[src/rtl/tetris_pkg.sv]
`default_nettype none
// ============================================================================
// Module      : tetris_pkg
// Description : Shared types and constants for the block-type path: code
//               width, block-type codes, default preview depth and the
//               dispenser state encoding.
// Revision    : 1.0 - initial release
// ============================================================================
package tetris_pkg;

    localparam int TYPE_W = 2;
    localparam int DEPTH  = 4;

    localparam logic [TYPE_W-1:0] BLK_NONE = 2'd0;
    localparam logic [TYPE_W-1:0] BLK_1    = 2'd1;
    localparam logic [TYPE_W-1:0] BLK_2    = 2'd2;
    localparam logic [TYPE_W-1:0] BLK_3    = 2'd3;

    localparam logic S_FILL = 1'b0;
    localparam logic S_FULL = 1'b1;

    typedef enum logic {
        ST_FILL = S_FILL,
        ST_FULL = S_FULL
    } state_t;

endpackage : tetris_pkg
`default_nettype wire

[src/rtl/block_shift_queue.sv]
`default_nettype none
// ============================================================================
// Module      : block_shift_queue
// Description : DEPTH-entry shift-register queue. Entry 0 is the head; a pop
//               shifts every entry one slot toward the head. Slots at or
//               beyond count always hold 0, so preview needs no masking.
// Ports       : clk, rst_n       - clock, async active-low reset
//               push, din        - append din at the tail
//               pop              - remove the head
//               head, head_valid - registered head entry and its valid flag
//               preview          - all entries, entry 0 in the LSBs
//               count            - number of valid entries
// Revision    : 1.0 - initial release
// ============================================================================
module block_shift_queue #(
    parameter int DEPTH  = 4,
    parameter int TYPE_W = 2,
    localparam int CNT_W = $clog2(DEPTH + 1)
) (
    input  logic                    clk,
    input  logic                    rst_n,
    input  logic                    push,
    input  logic                    pop,
    input  logic [TYPE_W-1:0]       din,
    output logic [TYPE_W-1:0]       head,
    output logic                    head_valid,
    output logic [DEPTH*TYPE_W-1:0] preview,
    output logic [CNT_W-1:0]        count
);

    localparam logic [CNT_W-1:0] c_full = CNT_W'(DEPTH);

    logic [TYPE_W-1:0] r_q [DEPTH];
    logic [CNT_W-1:0]  r_count;
    logic              r_valid;

    logic [TYPE_W-1:0] w_q_next [DEPTH];
    logic [CNT_W-1:0]  w_count_next;
    logic [CNT_W-1:0]  w_wr_idx;
    logic              w_do_pop;
    logic              w_do_push;

    always_comb begin
        w_do_pop  = pop && (r_count != '0);
        // A push needs a free slot once any same-cycle pop has been applied.
        w_do_push = push && (w_do_pop || (r_count != c_full));
        for (int i = 0; i < DEPTH; i++) begin
            w_q_next[i] = r_q[i];
        end
        if (w_do_pop) begin
            for (int i = 0; i < DEPTH - 1; i++) begin
                w_q_next[i] = r_q[i + 1];
            end
            w_q_next[DEPTH-1] = '0;
        end
        // Tail position moves down by one when the head leaves this cycle.
        w_wr_idx = w_do_pop ? (r_count - CNT_W'(1)) : r_count;
        for (int i = 0; i < DEPTH; i++) begin
            if (w_do_push && (CNT_W'(i) == w_wr_idx)) begin
                w_q_next[i] = din;
            end
        end
        w_count_next = r_count + CNT_W'(w_do_push) - CNT_W'(w_do_pop);
    end

    always_ff @(posedge clk or negedge rst_n) begin
        if (!rst_n) begin
            for (int i = 0; i < DEPTH; i++) begin
                r_q[i] <= '0;
            end
            r_count <= '0;
            r_valid <= 1'b0;
        end else begin
            for (int i = 0; i < DEPTH; i++) begin
                r_q[i] <= w_q_next[i];
            end
            r_count <= w_count_next;
            r_valid <= (w_count_next != '0);
        end
    end

    generate
        for (genvar g = 0; g < DEPTH; g++) begin : g_preview
            assign preview[g*TYPE_W +: TYPE_W] = r_q[g];
        end
    endgenerate

    assign head       = r_q[0];
    assign head_valid = r_valid;
    assign count      = r_count;

endmodule : block_shift_queue
`default_nettype wire

[src/rtl/block_dispenser.sv]
`default_nettype none
// ============================================================================
// Module      : block_dispenser
// Description : Samples the free-running block-type code, keeps a preview
//               queue of upcoming blocks and hands one block to the game
//               controller per spawn handshake (spawn_req && spawn_valid).
//               Build option BLOCK_NO_REPEAT_EN: skip a sample equal to the
//               most recently queued block so adjacent entries differ.
// Ports       : clk, rst_n   - clock, async active-low reset
//               random       - generator code, 0 = none
//               spawn_req    - level-sensitive request for the next block
//               spawn_valid  - head entry present
//               spawn_type   - head block type
//               preview      - queue contents, head in the LSBs
//               count        - valid entries
//               underflow    - sticky: request seen while empty
// Revision    : 1.0 - initial release
// ============================================================================
module block_dispenser
    import tetris_pkg::*;
#(
    parameter int DEPTH  = tetris_pkg::DEPTH,
    parameter int TYPE_W = tetris_pkg::TYPE_W,
    localparam int CNT_W = $clog2(DEPTH + 1)
) (
    input  logic                    clk,
    input  logic                    rst_n,
    input  logic [TYPE_W-1:0]       random,
    input  logic                    spawn_req,
    output logic                    spawn_valid,
    output logic [TYPE_W-1:0]       spawn_type,
    output logic [DEPTH*TYPE_W-1:0] preview,
    output logic [CNT_W-1:0]        count,
    output logic                    underflow
);

    localparam logic [CNT_W-1:0] c_full = CNT_W'(DEPTH);

    state_t           r_state;
    logic             r_underflow;
    logic             w_transfer;
    logic             w_acceptable;
    logic             w_push;
    logic [CNT_W-1:0] w_count_next;

`ifdef BLOCK_NO_REPEAT_EN
    logic [TYPE_W-1:0] r_last_pushed;
    assign w_acceptable = (random != '0) && (random != r_last_pushed);
`else
    assign w_acceptable = (random != '0);
`endif

    assign w_transfer = spawn_req && spawn_valid;
    // When full, a sample fits only into the slot freed by a same-cycle pop.
    assign w_push     = w_acceptable && ((r_state == ST_FILL) || w_transfer);

    assign w_count_next = count + CNT_W'(w_push) - CNT_W'(w_transfer);

    block_shift_queue #(
        .DEPTH  (DEPTH),
        .TYPE_W (TYPE_W)
    ) u_queue (
        .clk        (clk),
        .rst_n      (rst_n),
        .push       (w_push),
        .pop        (w_transfer),
        .din        (random),
        .head       (spawn_type),
        .head_valid (spawn_valid),
        .preview    (preview),
        .count      (count)
    );

    always_ff @(posedge clk or negedge rst_n) begin
        if (!rst_n) begin
            r_state     <= ST_FILL;
            r_underflow <= 1'b0;
`ifdef BLOCK_NO_REPEAT_EN
            r_last_pushed <= '0;
`endif
        end else begin
            case (r_state)
                ST_FILL: if (w_count_next == c_full) r_state <= ST_FULL;
                ST_FULL: if (w_count_next != c_full) r_state <= ST_FILL;
                default: r_state <= ST_FILL;
            endcase
            if (spawn_req && !spawn_valid) begin
                r_underflow <= 1'b1;
            end
`ifdef BLOCK_NO_REPEAT_EN
            if (w_push) begin
                r_last_pushed <= random;
            end
`endif
        end
    end

    assign underflow = r_underflow;

endmodule : block_dispenser
`default_nettype wire

[config.mk]
export PLATFORM = sky130hd
export DESIGN_NAME = block_dispenser
export DESIGN_NICKNAME = d
export VERILOG_FILES = /design/src/rtl/tetris_pkg.sv /design/src/rtl/block_shift_queue.sv /design/src/rtl/block_dispenser.sv
export SDC_FILE = /design/constraint.sdc
export NUM_CORES = 1
export LEC_CHECK = 0
export BUFFER_PORTS_ARGS = -buffer_cell sky130_fd_sc_hd__clkbuf_2
export CORE_MARGIN = 2
export CORE_UTILIZATION = 51
export DETAILED_ROUTE_END_ITERATION = 8
export PLACE_DENSITY_LB_ADDON = 0.3
export SLEW_MARGIN = 20
export SYNTH_ARGS = -nofsm -noshare
export SYNTH_HDL_FRONTEND = slang
export SYNTH_SLANG_ARGS = --single-unit
[constraint.sdc]
create_clock -name clk -period 3.1 [get_ports clk]
set_clock_uncertainty 0.1 [all_clocks]
set_input_delay 0.62 -clock clk [delete_from_list [all_inputs] [get_ports clk]]
set_output_delay 0.62 -clock clk [all_outputs]
set_load 0.01 [all_outputs]
==> results.toml, run 1 <==
[yosys]
ys_top_cells_by_area = "dfrtp_1, mux2i_1, ha_1"
syn-num-nets = 91
synthArstFlopShare = 1.00
yosys_warnings = 0
synth_compound_area_frac = 0.0863
synth_top_area_share = 0.403
postSynthCellCount = 78
synth_cell_types = 27
ys_seq_area_frac = 0.403
synth_edf_count = 0
muxShareOfSynthArea = 0.173
synth_xor_area_frac = 0.0302
synthSimpleGateAreaFrac = 0.111
avgSynthCellArea_sq_um = 11.1
synth_area_sq_um = 870
synth-seq-cells = 14
yosysTopAreaCell = "dfrtp_1"
synth_top_family_by_area = "multiplexers"
synthAdderAreaFrac = 0.132
synthFlopType = "dfrtp_1"

[sta]
relSlewSlack = 0.737
worstMarginPinSlew_ps = 394
rsz0062_at_grt = "false"
slew_violations = 0
finalSetupViolations = 0
fin_crit_ps = 2730
finalSetupTns_ps = 0
min_period_over_period = 0.882
max_freq_mhz = 366
hold_viol_final = 0
hold_ws_ps = 125

[global_routing]
grt_overflow_total = 0
grt_use_total = 0.191
antenna_found_initial = 0
grt_max_degree = 15
grt_pass1_vias = 662
grt_pass1_wl_um = 2840

[worst_setup_path]
cp-end-kind = "register"
cp-start-kind = "register"
arrival_ps = 2810
path_max_fanout = 5
worstSetupPathType = "reg2reg"
cp.required_ps = 3170

[cts]
clockRootBuffer = "clkbuf_4"
cts_max_level = 1
clk_pin_slew_ps = 100
cts_resized = 0
clkLatencyLatePin_ps = 280
cts_buffer_depth = 2
clock-sinks = 14
ctsHoldBuffers = 0
cts_tree = "yes"
post_cts_buffers = 0
numCtsBuffers = 3

[drt]
wl_per_cell_um = 13.9
drtIter0Drc = 7
drc = 0
antenna_left = 0
wl_um = 1610
vias = 644
first_pass_iters = 4
via_per_inst = 5.55

[placement]
numPortBuffers = 19
post-dp-hpwl_um = 1280
gp_congestion = 0.777
place_inst = 112

[power_and_ir_drop]
irDropWorstVdd_v = 0.000616
p_switching_mw = 0.459
seqPwrFrac = 0.305
intPower_mw = 0.620
power_frac_comb = 0.569
p_per_area_mw_per_mm2 = 1060
p_clk_frac = 0.126
switching_share = 0.425
p_leak_nw = 0.575

[floorplan]
die_w_um = 45.3
pin_count = 20
start_util = 0.558
die_y_um = 45.3
die_area_sq_mm = 0.00205
num_rows = 14
core_sq_mm = 0.00156

[finish]
final_common_cell = "clkbuf_2"
fill_cells = 113
layout_common_cells = "clkbuf_2, mux2i_1, dfrtp_1, inv_1, ha_1"
area_delta_synth_final_pct = 16.5
drive_above_1_share = 0.310
instances_no_fill = 116
fin_util = 0.650
antenna_cells = 0
fin_nets = 114

[outcome]
status = "finished clean"

[min_path]
min_path_type = "in2async"

[run]
max_cap_violations = 0
-- routing by layer --
metal,vias up,global-route usage,part of all wire
li1,312,-,-
met1,319,0.262,0.45
met2,11,0.303,0.51
met3,2,0.0360,0.030
met4,0,0.0647,0.0075
met5,-,0,0
-- per-stage QoR --
step           setup WS [ps]  total power, mW  instance area (sq um)
6_report                 365             1.08                   1010
2_1_floorplan            392            0.784                    870
5_1_grt                  167             1.19                   1010
4_1_cts                  342             1.09                   1010
3_3_place_gp             341            0.924                    977
3_5_place_dp             303            0.950                    977
-- state kept, by name, indices dropped and copies added (netlist names) --
name / cells
u_queue.count: 3
underflow: 1
r_state: 1
u_queue.head: 2
u_queue.head_valid: 1
u_queue.preview: 6
-- power groups by stage --
| stage | logic (mW) | clock network, mW | registers, mW |
|---|---|---|---|
| 3_5_place_dp | 0.616 | 0 | 0.334 |
| 5_1_grt | 0.700 | 0.144 | 0.344 |
| 3_3_place_gp | 0.595 | 0 | 0.329 |
| 4_1_cts | 0.623 | 0.138 | 0.330 |
| 6_report | 0.614 | 0.136 | 0.329 |
| 2_1_floorplan | 0.427 | 0 | 0.356 |
-- cells by family (layout without fill, tap and decap cells) --
kind of cell | count (synthesis) | in the layout
xor+xnor | 3 | 3
simple gates | 16 | 16
buf+inv | 13 | 35
fa+ha+maj | 8 | 8
flops | 14 | 14
mux | 15 | 15
compound gates | 9 | 9
-- area by class of cell --
class                   instances  area (sq um)  area share
flip-flops and latches         14           350       0.346
well taps                      16          20.0      0.0198
clock buffers                   4          36.3      0.0358
multi-input cells              51           463       0.457
repair buffers                 20           103       0.101
inverters                      11          41.3      0.0407
-- worst max-delay path, cell delays in order, from the launching register on --
cell      delay, ps
dfrtp_1         460
inv_1           170
ha_1            250
nand2b_2         90
nand2_2          90
inv_2            50
ha_1            300
inv_1            70
ha_1            210
fa_1            370
xnor2_1         150
or3_1           310
-- worst paths after layout --
check / start / to / slack, ps / cells past startpoint
min in group clk: underflow$_DFFE_PN0P_ / underflow$_DFFE_PN0P_ / 370 / 1
setup reg to reg: u_queue.count[1]$_DFF_PN0_ / u_queue.head_valid$_DFF_PN0_ / 370 / 11
max in group asynchronous: rst_n / u_queue.head[0]$_DFFE_PN0P_ / 2500 / 1
hold / removal: rst_n / u_queue.count[0]$_DFF_PN0_ / 130 / 1
setup / recovery: u_queue.count[1]$_DFF_PN0_ / u_queue.head_valid$_DFF_PN0_ / 370 / 11
hold reg to reg: underflow$_DFFE_PN0P_ / underflow$_DFFE_PN0P_ / 370 / 1
-- synthesized netlist by cell type (2+ instances only) --
| master | n |
|---|---|
| ha_1 | 6 |
| dfrtp_1 | 14 |
| fa_1 | 2 |
| inv_1 | 9 |
| a21oi_1 | 2 |
| mux2i_1 | 15 |
| a2111oi_2 | 2 |
| nor2_1 | 2 |
| nand4b_1 | 2 |
| xnor2_1 | 2 |
| buf_4 | 2 |
| o211ai_1 | 2 |
| inv_2 | 2 |
| nand2_1 | 3 |
Note: power is estimated with default switching activity, not from simulation.
==> run 2, diff against run 1 <==
--- a/config.mk
+++ b/config.mk
@@ -6,10 +6,13 @@
 export NUM_CORES = 1
 export LEC_CHECK = 0
 export BUFFER_PORTS_ARGS = -buffer_cell sky130_fd_sc_hd__clkbuf_2
+export CELL_PAD_IN_SITES_DETAIL_PLACEMENT = 0
+export CELL_PAD_IN_SITES_GLOBAL_PLACEMENT = 1
 export CORE_MARGIN = 2
-export CORE_UTILIZATION = 51
+export CORE_UTILIZATION = 40
 export DETAILED_ROUTE_END_ITERATION = 8
-export PLACE_DENSITY_LB_ADDON = 0.3
+export GPL_TIMING_DRIVEN = 0
+export PLACE_DENSITY_LB_ADDON = 0.1
 export SLEW_MARGIN = 20
 export SYNTH_ARGS = -nofsm -noshare
 export SYNTH_HDL_FRONTEND = slang
==> run 2 against run 1 <==
Against the previous run: combinational power is 2% higher; final area grew 2.6%; wire length is 2.5% higher; register-to-register slack got worse by 160 ps; hold slack gained 7.9 ps; die area increased by 25%; critical path type unchanged; largest cell class unchanged; highest routed layer unchanged.
==> results.toml, run 2 (same netlist as run 1, synthesis figures left out) <==
[cts]
clock-sinks = 14
numCtsBuffers = 3
clk_pin_slew_ps = 90
cts_tree = "yes"
cts_buffer_depth = 2
cts_max_level = 1
clockRootBuffer = "clkbuf_4"
clkLatencyLatePin_ps = 270
post_cts_buffers = 0

[power_and_ir_drop]
p_leak_nw = 0.583
power_mw = 1.09
p_per_area_mw_per_mm2 = 1050
irDropWorstVdd_v = 0.000618

[finish]
area_delta_synth_final_pct = 19.6
fin_nets = 115
drive_above_1_share = 0.317
instances_no_fill = 128
layout_common_cells = "clkbuf_2, mux2i_1, dfrtp_1, inv_1, ha_1"
antenna_cells = 0
post-route-cell-area_sq_mm = 0.00104
final_common_cell = "clkbuf_2"
largest_reg_flops = 6
fin_util = 0.519
fill_cells = 192

[placement]
dpl_worst_slack_ps = 99.4
place_inst = 124
numPortBuffers = 19
post-dp-hpwl_um = 1330
gp_congestion = 0.805
postPlaceCellArea_sq_um = 998

[worst_setup_path]
cp_slowest_cell = "dfrtp_1"
cp-start-kind = "register"
worstSetupPathType = "reg2reg"
path_max_fanout = 8
crit_top_cell = "ha_1"
cp.required_ps = 3160
cp-end-kind = "register"
rr_worst_depth = 11
worstPathCellList = "inv_1, ha_1, nand2b_2, nand2_4, inv_2, ha_1, inv_1, ha_1, fa_1, xnor2_1, or3_1"
arrival_ps = 2950
crit_path_max_incr_delay_ps = 460

[sta]
slew_violations = 0
fin_crit_ps = 2890
worstMarginPinSlew_ps = 369
finalSetupTns_ps = 0
fin_ws_ps = 209
relSlewSlack = 0.753
max_freq_mhz = 346
rsz0062_at_grt = "false"
finalSetupViolations = 0
hold_viol_final = 0
min_period_over_period = 0.933
hold_ws_ps = 133

[drt]
first_pass_iters = 4
drc = 0
drtIter0Drc = 4
antenna_left = 0
wl_um = 1650
vias = 647
wl_per_cell_um = 12.9
via_per_inst = 5.05

[floorplan]
core_sq_mm = 0.00200
pin_count = 20
start_util = 0.434
die_area_sq_mm = 0.00256
num_rows = 16
die_w_um = 50.6
die_y_um = 50.6

[global_routing]
grt_use_total = 0.151
antenna_found_initial = 0
grt_max_degree = 15
grt_overflow_total = 0
grt_pass1_vias = 598
grt_pass1_wl_um = 2810

[outcome]
status = "finished clean"

[run]
max_cap_violations = 0

[min_path]
min_path_type = "in2async"
==> run 2: critical path: cells and delay by family, from the launching register on <==
family | cells | cell delay, ps
adder cells (fa/ha/maj) | 4 | 1160
XOR/XNOR | 1 | 150
flip-flops | 1 | 460
buffers and inverters | 3 | 330
AND/OR/NAND/NOR | 3 | 570
==> run 2: what timing repair did <==
action	CTS	global route
hold buffers	0	0
endpoints found under the setup margin	0	1
resized for setup	0	1
==> run 2: where the power goes <==
group	internal [mW]	total (mW)	switching (mW)
sequential	0.262	0.331	0.0689
combinational	0.298	0.628	0.330
clock	0.0714	0.133	0.0613
total	0.631	1.09	0.461
==> run 2: cell type report <==
type / instances / area, sq um / area share
inverters: 11 / 41.3 / 0.0397
repair buffers: 19 / 95.1 / 0.0915
clock buffers: 4 / 36.3 / 0.0349
multi-input cells: 51 / 468 / 0.450
plain buffers: 2 / 15.0 / 0.0144
well taps: 27 / 33.8 / 0.0325
flip-flops and latches: 14 / 350 / 0.337
==> run 2: final timing paths <==
| check | startpoint | to | slack (ps) |
|---|---|---|---|
| max | u_queue.count[1]$_DFF_PN0_ | u_queue.head_valid$_DFF_PN0_ | 210 |
| min in group clk | underflow$_DFFE_PN0P_ | underflow$_DFFE_PN0P_ | 360 |
| max reg2reg | u_queue.count[1]$_DFF_PN0_ | u_queue.head_valid$_DFF_PN0_ | 210 |
| min reg2reg | underflow$_DFFE_PN0P_ | underflow$_DFFE_PN0P_ | 360 |
| min | rst_n | u_queue.preview[4]$_DFFE_PN0P_ | 130 |
| max in group asynchronous | rst_n | r_state$_DFF_PN0_ | 2500 |
==> run 2: metal layers <==
layer  track usage  vias up  routed length, um
li1              -      315                  -
met1         0.217      314                827
met2         0.221       14                730
met3        0.0179        4                 65
met4        0.0811        0                 27
met5             0        -                  0
==> run 3, diff against run 2 <==
--- a/config.mk
+++ b/config.mk
@@ -5,11 +5,12 @@
 export SDC_FILE = /design/constraint.sdc
 export NUM_CORES = 1
 export LEC_CHECK = 0
+export ABC_AREA = 1
 export BUFFER_PORTS_ARGS = -buffer_cell sky130_fd_sc_hd__clkbuf_2
 export CELL_PAD_IN_SITES_DETAIL_PLACEMENT = 0
 export CELL_PAD_IN_SITES_GLOBAL_PLACEMENT = 1
 export CORE_MARGIN = 2
-export CORE_UTILIZATION = 40
+export CORE_UTILIZATION = 43
 export DETAILED_ROUTE_END_ITERATION = 8
 export GPL_TIMING_DRIVEN = 0
 export PLACE_DENSITY_LB_ADDON = 0.1
==> constraint.sdc (replaced) <==
create_clock -name clk -period 3.4 [get_ports clk]
set_clock_uncertainty 0.1 [all_clocks]
set_input_delay 0.68 -clock clk [delete_from_list [all_inputs] [get_ports clk]]
set_output_delay 0.68 -clock clk [all_outputs]
set_load 0.01 [all_outputs]
==> run 3 against run 2 <==
Against the previous run: area after synthesis up 20%; setup slack better by 480 ps; non-clock buffer count did not move; count of clock-buffer cells in the layout is 1 lower; register-to-register slack gained 480 ps; critical endpoint unchanged; final area rose by 15%; die area increased by 10%; critical path depth shrank 2; largest cell class unchanged; combinational power grew 36%; hold slack better by 64 ps; maximum frequency up 6.6%; sequential power down 5%.
==> results.toml, run 3 <==
[floorplan]
core_sq_mm = 0.00225
pin_count = 20
start_util = 0.462
num_rows = 17
die_w_um = 53.2
die_area_sq_mm = 0.00283
die_y_um = 53.2

[sta]
relSlewSlack = 0.755
rsz0062_at_grt = "false"
worstMarginPinSlew_ps = 368
finalSetupViolations = 0
slew_violations = 0
hold_viol_final = 0
finalSetupTns_ps = 0
max_freq_mhz = 369
fin_crit_ps = 2710
min_period_over_period = 0.798
hold_ws_ps = 198

[drt]
via_per_inst = 4.64
vias = 789
wl_per_cell_um = 10.8
drtIter0Drc = 10
first_pass_iters = 4
wl_um = 1830
drc = 0
antenna_left = 0

[worst_setup_path]
worstSetupStartpoint = "u_queue.count[1]$_DFF_PN0_"
crit_top_cell = "ha_1"
arrival_ps = 2780
cp_slowest_cell = "dfrtp_1"
r2r_start = "u_queue.count[1]$_DFF_PN0_"
cp_top_family = "adder cells"
cp-end-kind = "register"
worstSetupPathType = "reg2reg"
cp-start-kind = "register"
worstPathCellList = "inv_2, ha_1, a21oi_4, ha_1, clkinv_4, ha_1, fa_1, xnor2_1, nand2_1"
critPathBufInv = 2
crit_path_max_incr_delay_ps = 540
path_max_fanout = 8
cp.required_ps = 3470
rrSetupSlack_ps = 690

[power_and_ir_drop]
irDropWorstVdd_v = 0.000489
p_per_area_mw_per_mm2 = 1060
p_leak_nw = 0.687

[yosys]
syn-num-nets = 133
synthArstFlopShare = 1.00
synth-seq-cells = 14
ys_seq_area_frac = 0.337
yosysTopAreaCell = "dfrtp_1"
synthFlopType = "dfrtp_1"
synth_edf_count = 0
synth_top_area_share = 0.337
ys_top_cells_by_area = "dfrtp_1, nand2_1, nand2_4"
yosysMostFrequentCell = "nand2_1"
synth_area_sq_mm = 0.00104
avgSynthCellArea_sq_um = 8.67
synth_cell_types = 20
yosys_warnings = 0
synth_commonest_cells = "nand2_1, nand3_1, dfrtp_1, inv_1, nand2_4"
postSynthCellCount = 120

[finish]
final_common_cell = "nand2_1"
layout_common_cells = "nand2_1, clkbuf_2, nand3_1, dfrtp_1"
antenna_cells = 0
largest_reg_flops = 6
fin_util = 0.529
fin_nets = 157
fill_cells = 241
area_delta_synth_final_pct = 14.7
drive_above_1_share = 0.345

[placement]
gp_congestion = 0.773
numPortBuffers = 19
post-dp-hpwl_um = 1480

[run]
max_cap_violations = 0

[global_routing]
grt_overflow_total = 0
grt_pass1_vias = 771
grt_use_total = 0.162
antenna_found_initial = 0
grt_pass1_wl_um = 3310
grt_max_degree = 15

[cts]
numCtsBuffers = 3
cts_resized = 0
clkLatencyLatePin_ps = 270
clk_pin_slew_ps = 90
cts_max_level = 1
post_cts_buffers = 0
clock-sinks = 14
clockRootBuffer = "clkbuf_4"
ctsHoldBuffers = 0
cts_buffer_depth = 2
cts_tree = "yes"

[min_path]
min_path_type = "in2async"

[outcome]
status = "finished clean"
==> run 3: cell types whose count changed after synthesis, sizes merged, moves of 2 or more <==
cell | previous run | this run
nand2 | 4 | 51
nand3 | 1 | 17
mux2i | 15 | 0
inv | 11 | 15
nor2 | 2 | 6
a2111oi | 2 | 0
nand4b | 2 | 0
o211ai | 2 | 0
==> run 3: metal layers <==
metal,share of wire,wire (um),up-vias,global-route usage
met3,0.036,66,2,0.0339
met5,0,0,-,0
met1,0.50,925,353,0.215
met4,0.0076,14,0,0.0385
li1,-,-,419,-
met2,0.45,825,15,0.267
==> run 3: worst paths after layout <==
kind / end / depth (start not counted)
hold reg to reg: underflow$_DFFE_PN0P_ / 1
setup / recovery: u_queue.head_valid$_DFF_PN0_ / 9
min in group clk: underflow$_DFFE_PN0P_ / 1
setup reg to reg: u_queue.head_valid$_DFF_PN0_ / 9
max in group asynchronous: u_queue.preview[6]$_DFFE_PN0P_ / 1
hold / removal: u_queue.count[0]$_DFF_PN0_ / 1
==> run 3: cell families (layout without fill, tap and decap cells) <==
kind of cell               count (synthesis)  count (layout)  synth area share
adders and majority gates                  8               8             0.111
and+or+nand+nor                           76              76             0.436
xor gates and xnor gates                   2               2            0.0168
buffers and inverters                     18              40            0.0769
AOI/OAI and AO/OA                          2               2            0.0228
DFF                                       14              14             0.337
==> run 3: area by class of cell <==
type,instances,area [sq um],share of cell area
buffer,2,15.0,0.0126
clock buffer,3,22.5,0.0189
inverter,16,65.1,0.0545
multi-input combinational,88,611,0.512
sequential,14,350,0.294
tap,28,35.0,0.0294
timing repair buffer,19,95.1,0.0797
==> run 3: metrics by stage <==
step	setup slack [ps]	cells	total power, mW	instance area [sq um]
4_1_cts	674	170	1.28	1190
5_1_grt	502	170	1.42	1190
2_1_floorplan	891	120	0.999	1040
3_3_place_gp	719	167	1.17	1170
3_5_place_dp	695	167	1.18	1170
6_report	687	170	1.26	1190
==> run 3: worst register-to-register path: stages, from the launching register on <==
cell      delay (ps)
dfrtp_1          540
inv_2            120
ha_1             290
a21oi_4          310
ha_1             290
clkinv_4          90
ha_1             210
fa_1             370
xnor2_1          220
nand2_1           70
==> run 3: power breakdown <==
part / switching, mW / internal [mW] / leakage, nW
Clock: 0.0545 / 0.0409 / 0.0138
Sequential: 0.0723 / 0.243 / 0.169
Combinational: 0.519 / 0.334 / 0.504
